`src/rtl/freq_ratio_detector_pkg.sv`:
```
// Shared types and defaults for the divided-clock ratio detector.
package freq_ratio_detector_pkg;

  localparam int CNT_W          = 5;
  localparam int RATIO_W        = 4;
  localparam int DEF_MAX_PERIOD = 16;
  localparam int DEF_TIMEOUT    = 32;

  typedef enum logic [1:0] {
    ST_IDLE    = 2'd0,
    ST_ACQUIRE = 2'd1,
    ST_LOCKED  = 2'd2
  } state_t;

  function automatic logic [CNT_W-1:0] sat_inc(input logic [CNT_W-1:0] v);
    return (&v) ? v : v + CNT_W'(1);
  endfunction

endpackage

```
`src/rtl/freq_ratio_detector_if.sv`:
```
// Measurement bus between the divided-clock source/consumer and the detector.
interface freq_ratio_detector_if;
  import freq_ratio_detector_pkg::*;

  logic               div_clk;
  logic               err_clr;
  logic [RATIO_W-1:0] ratio;
  logic [CNT_W-1:0]   high_cnt;
  logic [CNT_W-1:0]   low_cnt;
  logic               ratio_stb;
  logic               locked;
  logic               duty_ok;
  logic               err_range;
  logic               err_timeout;

  modport master (
    output div_clk, err_clr,
    input  ratio, high_cnt, low_cnt, ratio_stb, locked, duty_ok, err_range, err_timeout
  );

  modport slave (
    input  div_clk, err_clr,
    output ratio, high_cnt, low_cnt, ratio_stb, locked, duty_ok, err_range, err_timeout
  );

endinterface

```
`src/rtl/freq_ratio_detector_edge_sampler.sv`:
```
// Two-flop sampler for div_clk plus a history flop for rising-edge detection.
module edge_sampler (
  input  logic clk,
  input  logic reset_n,
  input  logic din,
  output logic level,
  output logic rise
);

  logic stage1, stage2, stage3;

  always_ff @(posedge clk or negedge reset_n) begin
    if (!reset_n) begin
      stage1 <= 1'b0;
      stage2 <= 1'b0;
      stage3 <= 1'b0;
    end else begin
      stage1 <= din;
      stage2 <= stage1;
      stage3 <= stage2;
    end
  end

  assign level = stage2;
  assign rise  = stage2 & ~stage3;

endmodule

```
`src/rtl/freq_ratio_detector.sv`:
```
// Measures the period and duty of a clk-derived divided clock and tracks lock.
//   state      | meaning
//   ST_IDLE    | waiting for the first rise; no period reference
//   ST_ACQUIRE | measuring; stored period awaits a matching successor
//   ST_LOCKED  | two consecutive equal valid periods seen
module freq_ratio_detector
  import freq_ratio_detector_pkg::*;
#(
  parameter int MAX_PERIOD = DEF_MAX_PERIOD,
  parameter int TIMEOUT    = DEF_TIMEOUT
) (
  input logic                  clk,
  input logic                  reset_n,
  freq_ratio_detector_if.slave bus
);

  localparam int TMR_W = $clog2(TIMEOUT + 1);

  state_t             state;
  logic               level, rise;
  logic [CNT_W-1:0]   period_cnt, high_acc, low_acc, stored, diff;
  logic [TMR_W-1:0]   tmr;
  logic               in_range, duty_now;
  logic [RATIO_W-1:0] ratio_q;
  logic [CNT_W-1:0]   high_q, low_q;
  logic               stb_q, locked_q, duty_q, err_range_q, err_timeout_q;

  edge_sampler u_sampler (
    .clk     (clk),
    .reset_n (reset_n),
    .din     (bus.div_clk),
    .level   (level),
    .rise    (rise)
  );

  // On a rise the current cycle is already high, hence high_acc restarts at 1.
  always_ff @(posedge clk or negedge reset_n) begin
    if (!reset_n) begin
      period_cnt <= '0;
      high_acc   <= '0;
      low_acc    <= '0;
      tmr        <= '0;
    end else if (rise) begin
      period_cnt <= CNT_W'(1);
      high_acc   <= CNT_W'(1);
      low_acc    <= '0;
      tmr        <= TMR_W'(TIMEOUT - 1);
    end else begin
      period_cnt <= sat_inc(period_cnt);
      if (level) high_acc <= sat_inc(high_acc);
      else       low_acc  <= sat_inc(low_acc);
      if (tmr != '0) tmr <= tmr - TMR_W'(1);
    end
  end

  assign in_range = (period_cnt >= CNT_W'(2)) && (period_cnt <= CNT_W'(MAX_PERIOD));
  assign diff     = (high_acc > low_acc) ? (high_acc - low_acc) : (low_acc - high_acc);
  assign duty_now = (diff <= CNT_W'(1));

  // Error sets are written after the clear so a coincident event wins.
  always_ff @(posedge clk or negedge reset_n) begin
    if (!reset_n) begin
      state         <= ST_IDLE;
      stored        <= '0;
      ratio_q       <= '0;
      high_q        <= '0;
      low_q         <= '0;
      stb_q         <= 1'b0;
      locked_q      <= 1'b0;
      duty_q        <= 1'b0;
      err_range_q   <= 1'b0;
      err_timeout_q <= 1'b0;
    end else begin
      stb_q <= 1'b0;
      if (bus.err_clr) begin
        err_range_q   <= 1'b0;
        err_timeout_q <= 1'b0;
      end
      case (state)
        ST_IDLE: begin
          if (rise) begin
            state  <= ST_ACQUIRE;
            stored <= '0;
          end
        end
        ST_ACQUIRE, ST_LOCKED: begin
          if (rise) begin
            if (!in_range) begin
              err_range_q <= 1'b1;
              locked_q    <= 1'b0;
              state       <= ST_IDLE;
            end else begin
              ratio_q <= RATIO_W'(period_cnt - CNT_W'(1));
              high_q  <= high_acc;
              low_q   <= low_acc;
              duty_q  <= duty_now;
              stb_q   <= 1'b1;
              if (state == ST_ACQUIRE) begin
                if (period_cnt == stored) begin
                  state    <= ST_LOCKED;
                  locked_q <= 1'b1;
                end else begin
                  stored <= period_cnt;
                end
              end else if (period_cnt != stored) begin
                state    <= ST_ACQUIRE;
                stored   <= period_cnt;
                locked_q <= 1'b0;
              end
            end
          end else if (tmr == '0) begin
            err_timeout_q <= 1'b1;
            locked_q      <= 1'b0;
            state         <= ST_IDLE;
          end
        end
        default: state <= ST_IDLE;
      endcase
    end
  end

  assign bus.ratio       = ratio_q;
  assign bus.high_cnt    = high_q;
  assign bus.low_cnt     = low_q;
  assign bus.ratio_stb   = stb_q;
  assign bus.locked      = locked_q;
  assign bus.duty_ok     = duty_q;
  assign bus.err_range   = err_range_q;
  assign bus.err_timeout = err_timeout_q;

endmodule

```
`src/flat_wrapper.sv`:
```
// flat-port wrapper written by rule: the top's interface ports become plain ports
module freq_ratio_detector_flat import freq_ratio_detector_pkg::*;
#(
  parameter int MAX_PERIOD = DEF_MAX_PERIOD,
  parameter int TIMEOUT    = DEF_TIMEOUT
)
  (clk, reset_n, bus_div_clk, bus_err_clr, bus_ratio, bus_high_cnt, bus_low_cnt, bus_ratio_stb, bus_locked, bus_duty_ok, bus_err_range, bus_err_timeout);
  freq_ratio_detector_if bus_i ();
  input logic clk;
  input logic reset_n;
  input wire logic [$bits(bus_i.div_clk)-1:0] bus_div_clk;
  input wire logic [$bits(bus_i.err_clr)-1:0] bus_err_clr;
  output wire logic [$bits(bus_i.ratio)-1:0] bus_ratio;
  output wire logic [$bits(bus_i.high_cnt)-1:0] bus_high_cnt;
  output wire logic [$bits(bus_i.low_cnt)-1:0] bus_low_cnt;
  output wire logic [$bits(bus_i.ratio_stb)-1:0] bus_ratio_stb;
  output wire logic [$bits(bus_i.locked)-1:0] bus_locked;
  output wire logic [$bits(bus_i.duty_ok)-1:0] bus_duty_ok;
  output wire logic [$bits(bus_i.err_range)-1:0] bus_err_range;
  output wire logic [$bits(bus_i.err_timeout)-1:0] bus_err_timeout;
  assign bus_i.div_clk = bus_div_clk;
  assign bus_i.err_clr = bus_err_clr;
  assign bus_ratio = bus_i.ratio;
  assign bus_high_cnt = bus_i.high_cnt;
  assign bus_low_cnt = bus_i.low_cnt;
  assign bus_ratio_stb = bus_i.ratio_stb;
  assign bus_locked = bus_i.locked;
  assign bus_duty_ok = bus_i.duty_ok;
  assign bus_err_range = bus_i.err_range;
  assign bus_err_timeout = bus_i.err_timeout;
  freq_ratio_detector #(.MAX_PERIOD(MAX_PERIOD), .TIMEOUT(TIMEOUT)) u_core (.clk(clk), .reset_n(reset_n), .bus(bus_i));
endmodule
```
`config.mk`:
```
export PLATFORM = sky130hd
export DESIGN_NAME = freq_ratio_detector_flat
export DESIGN_NICKNAME = d
export VERILOG_FILES = /design/src/rtl/freq_ratio_detector_pkg.sv /design/src/rtl/freq_ratio_detector_if.sv /design/src/rtl/freq_ratio_detector_edge_sampler.sv /design/src/rtl/freq_ratio_detector.sv /design/src/flat_wrapper.sv
export SDC_FILE = /design/constraint.sdc
export NUM_CORES = 1
export LEC_CHECK = 0
export CORE_MARGIN = 2
export CORE_UTILIZATION = 58
export CTS_CLUSTER_DIAMETER = 80
export CTS_CLUSTER_SIZE = 20
export DETAILED_ROUTE_END_ITERATION = 16
export GPL_TIMING_DRIVEN = 1
export MAX_ROUTING_LAYER = met4
export PLACE_DENSITY_LB_ADDON = 0.25
export SYNTH_ARGS = -nofsm -noshare
export SYNTH_HDL_FRONTEND = slang
export SYNTH_SLANG_ARGS = --single-unit
```
`constraint.sdc`:
```
create_clock -name clk -period 4.54 [get_ports clk]
set_input_delay 1.135 -clock clk [delete_from_list [all_inputs] [get_ports clk]]
set_output_delay 1.135 -clock clk [all_outputs]
set_load 0.01 [all_outputs]
```
==> flow_metrics.env <==
export IMPL_outcome="complete, no violations"
export IMPL_skew_ns=0.007302
export IMPL_clockPowerShare_pct=15.4
export IMPL_r2r_cells=8
export IMPL_synth_edff_count=0
export IMPL_ys_ff_latch=50
export IMPL_power_density_nw_per_um2=531.7
export IMPL_die_w_um=74.00
export IMPL_die_area_um2=5475
export IMPL_crit_required_ns=4.74
export IMPL_top_usage_layer="met2"
export IMPL_critPathMaxFanout=36
export IMPL_coreArea_um2=4723
export IMPL_rrSetupSlack_ns=1.61
export IMPL_met1_usage_pct=29.25
export IMPL_setup_viol=0
export IMPL_crit_start="u_core.period_cnt[1]"
export IMPL_slew_headroom_pct=27.35
export IMPL_seqPwrFrac_pct=41.1
export IMPL_fin_crit_sh_pct=64.51
export IMPL_period_minus_slack_ns=2.929
export IMPL_min_from="u_core.u_sampler.stage1"
export IMPL_syn_avg_cell_area_um2=9.632
export IMPL_drt_iter0_markers=105
export IMPL_grtUsageMet3_pct=3.252
export IMPL_initial_core_util_pct=60.16
export IMPL_cts_tree="done"
export IMPL_hold_viol_final=0
export IMPL_hold_buffers=0
export IMPL_grt_pass1_vias=2021
export IMPL_grtUsageTotal_pct=22.57
export IMPL_dr_pass1_iters=4
export IMPL_clock_latency_ns=0.30
export IMPL_wl_per_cell_um=14.39
export IMPL_worstSetupPathType="flip-flop to flip-flop"
export IMPL_ir_drop_v=0.0002336
export IMPL_fmaxAchievable_mhz=341.5
export IMPL_synthFlopType="dfrtp_1"
export IMPL_grt_pass1_wl_um=9315
export IMPL_hp_class="flip-flop to flip-flop"
export IMPL_io_pins=23
export IMPL_startpoint_type="flip-flop"
export IMPL_postCtsSetupBuffers=0
export IMPL_dp_hpwl_um=3868
export IMPL_syn_area_um2=2841
export IMPL_slew_viol_final=0
export IMPL_tightest_slew_ns=1.090
export IMPL_setup_tns_ns=0
export IMPL_mostFrequentLayoutCells="50 x dfrtp_1, 34 x nand2_1, 34 x o21ai_0"
export IMPL_worstPathArrival_ns=3.13
export IMPL_crit_end="u_core.state[0]"
export IMPL_yosysUniqueCellTypes=47
export IMPL_die_h_um=74.00
export IMPL_grt_max_degree=51
export IMPL_power_net_switching_uw=660.9
export IMPL_gp_congestion=0.8523
export IMPL_p_int_mw=1.012
export IMPL_finalPower_mw=1.673
export IMPL_nets=336
export IMPL_cts_sinks=50
export IMPL_layout_drive_gt1_share_pct=4.516
export IMPL_row_count=25
export IMPL_r2r_start="u_core.period_cnt[1]"
export IMPL_wirelength_um=5424
export IMPL_maxCapViolations=0
export IMPL_pwr_share_comb_pct=43.5
export IMPL_overflow=0
export IMPL_grt_use_met2_pct=36.81
export IMPL_synth_fp_nets=322
export IMPL_seq_area_frac_synth_pct=44.03
export IMPL_numCtsBuffers=5
export IMPL_end_kind="flip-flop"
export IMPL_antenna_cells=0
export IMPL_drc_errors=0
export IMPL_num_vias=2121
export IMPL_htreeDepth=2
export IMPL_numPortBuffers=22
export IMPL_synth_yosys_warnings=0
export IMPL_reg2reg_to="u_core.state[0]"
export IMPL_clk_pin_slew_ns=0.09
export IMPL_clk_path_buf_depth=2
export IMPL_ant_nets=0
export IMPL_synthCells=295
export IMPL_swShare_pct=39.50
export IMPL_final_common_cell="dfrtp_1"
export IMPL_routed_via_density=5.626
export IMPL_synthToLayoutAreaGrowth_pct=10.74
export IMPL_cts_resized=0
export IMPL_synth_async_reset_ratio_pct=100.0
export IMPL_rsz0062_at_grt="no"
export IMPL_root_buffer="clkbuf_8"
export IMPL_antenna_found_initial=0
export IMPL_leakagePower_nw=1.416
[metal layers]
layer	vias to the layer above	part of all wire (%)
met4	0	1.2
li1	1049	-
met5	-	0
met3	7	2.7
met1	1034	46
met2	31	50
[worst max-delay path, cell delays in order (launching register included)]
cell and delay [ns]:
dfrtp_1 0.53, inv_1 0.08, ha_1 0.21, or3b_4 0.25
a211o_1 0.78, inv_1 0.20, nand4_1 0.15, or3b_1 0.36
mux2_2 0.27
[through the flow]
step | setup slack, ns | cell area, µm² | util [%] | cells | hold slack, ns
finish | 1.611 | 3147 | 66.62 | 377 | 0.3659
global route | 1.389 | 3147 | 66.62 | 377 | 0.3853
CTS | 1.635 | 3147 | 66.62 | 377 | 0.3780
detailed placement | 1.655 | 3060 | 64.79 | 369 | 0.3589
global placement | 1.752 | 3060 | 64.79 | 369 | 0.3594
floorplan | 2.209 | 2841 | - | 295 | 0.3312
[flip-flops by register name (all words and copies together) (netlist names), 2 cells and up]
| signal | count |
|---|---|
| u_core.high_acc | 5 |
| u_core.bus.low_cnt | 5 |
| u_core.bus.high_cnt | 5 |
| u_core.period_cnt | 5 |
| u_core.tmr | 6 |
| u_core.low_acc | 5 |
| u_core.bus.ratio | 4 |
| u_core.state | 2 |
| u_core.stored | 5 |
[power groups by stage]
stage          sequential [mW]  combinational (mW)  clock [mW]
4_1_cts                  0.688               0.730       0.270
3_3_place_gp             0.692               0.707           0
5_1_grt                  0.709               0.816       0.286
6_report                 0.688               0.727       0.258
3_5_place_dp             0.696               0.725           0
2_1_floorplan            0.666               0.536           0
[Yosys cell counts, types with 2 or more instances]
cell	number	area share, %
a211oi_1	2	0.53
xor2_1	8	2.5
nand2_1	34	4.5
nor2b_1	5	1.1
o21ai_0	34	6.0
inv_1	24	3.2
a31oi_1	3	0.66
nor3_1	4	0.70
o22ai_1	2	0.44
xnor2_1	9	2.8
o31ai_1	3	0.79
buf_6	3	1.2
nand4b_1	2	0.62
and3_1	4	0.88
fa_1	2	1.4
nand2b_1	2	0.44
dfrtp_1	50	44
clkbuf_1	11	1.5
mux2i_1	5	1.8
or3_1	4	0.88
a21o_1	2	0.53
a21oi_1	13	2.3
nor2_1	12	1.6
or4_1	2	0.53
nand3_1	7	1.2
a211o_1	3	0.92
a22o_1	5	1.5
ha_1	21	9.2
[cell type report]
cell class,instances,area (µm²)
sequential,50,1251
fill,378,1577
clock buffer,6,72.57
multi-input combinational,206,1420
timing repair buffer,22,215.2
inverter,24,90.09
clock inverter,2,13.76
tap,67,83.83
[cell families after synthesis]
| family | count (synthesis) | share of synthesized area [%] |
|---|---|---|
| multiplexers | 6 | 2.158 |
| flip-flops | 50 | 44.03 |
| AO/OA/AOI/OAI | 74 | 15.98 |
| AND/OR/NAND/NOR | 86 | 15.94 |
| adder cells (fa/ha/maj) | 23 | 10.66 |
| XOR/XNOR | 17 | 5.240 |
| buffers and inverters | 39 | 5.988 |
[worst min path at each step]
| stage | cells after the start | to | slack, ns |
|---|---|---|---|
| final | 0 | u_core.u_sampler.level | 0.37 |
| after CTS | 0 | u_core.u_sampler.level | 0.38 |
| after global placement | 0 | u_core.u_sampler.level | 0.36 |
| after detailed placement | 0 | u_core.u_sampler.level | 0.36 |
| after floorplan | 0 | u_core.u_sampler.level | 0.33 |
| after global routing | 0 | u_core.u_sampler.level | 0.39 |
(Power assumes the default switching activity.)
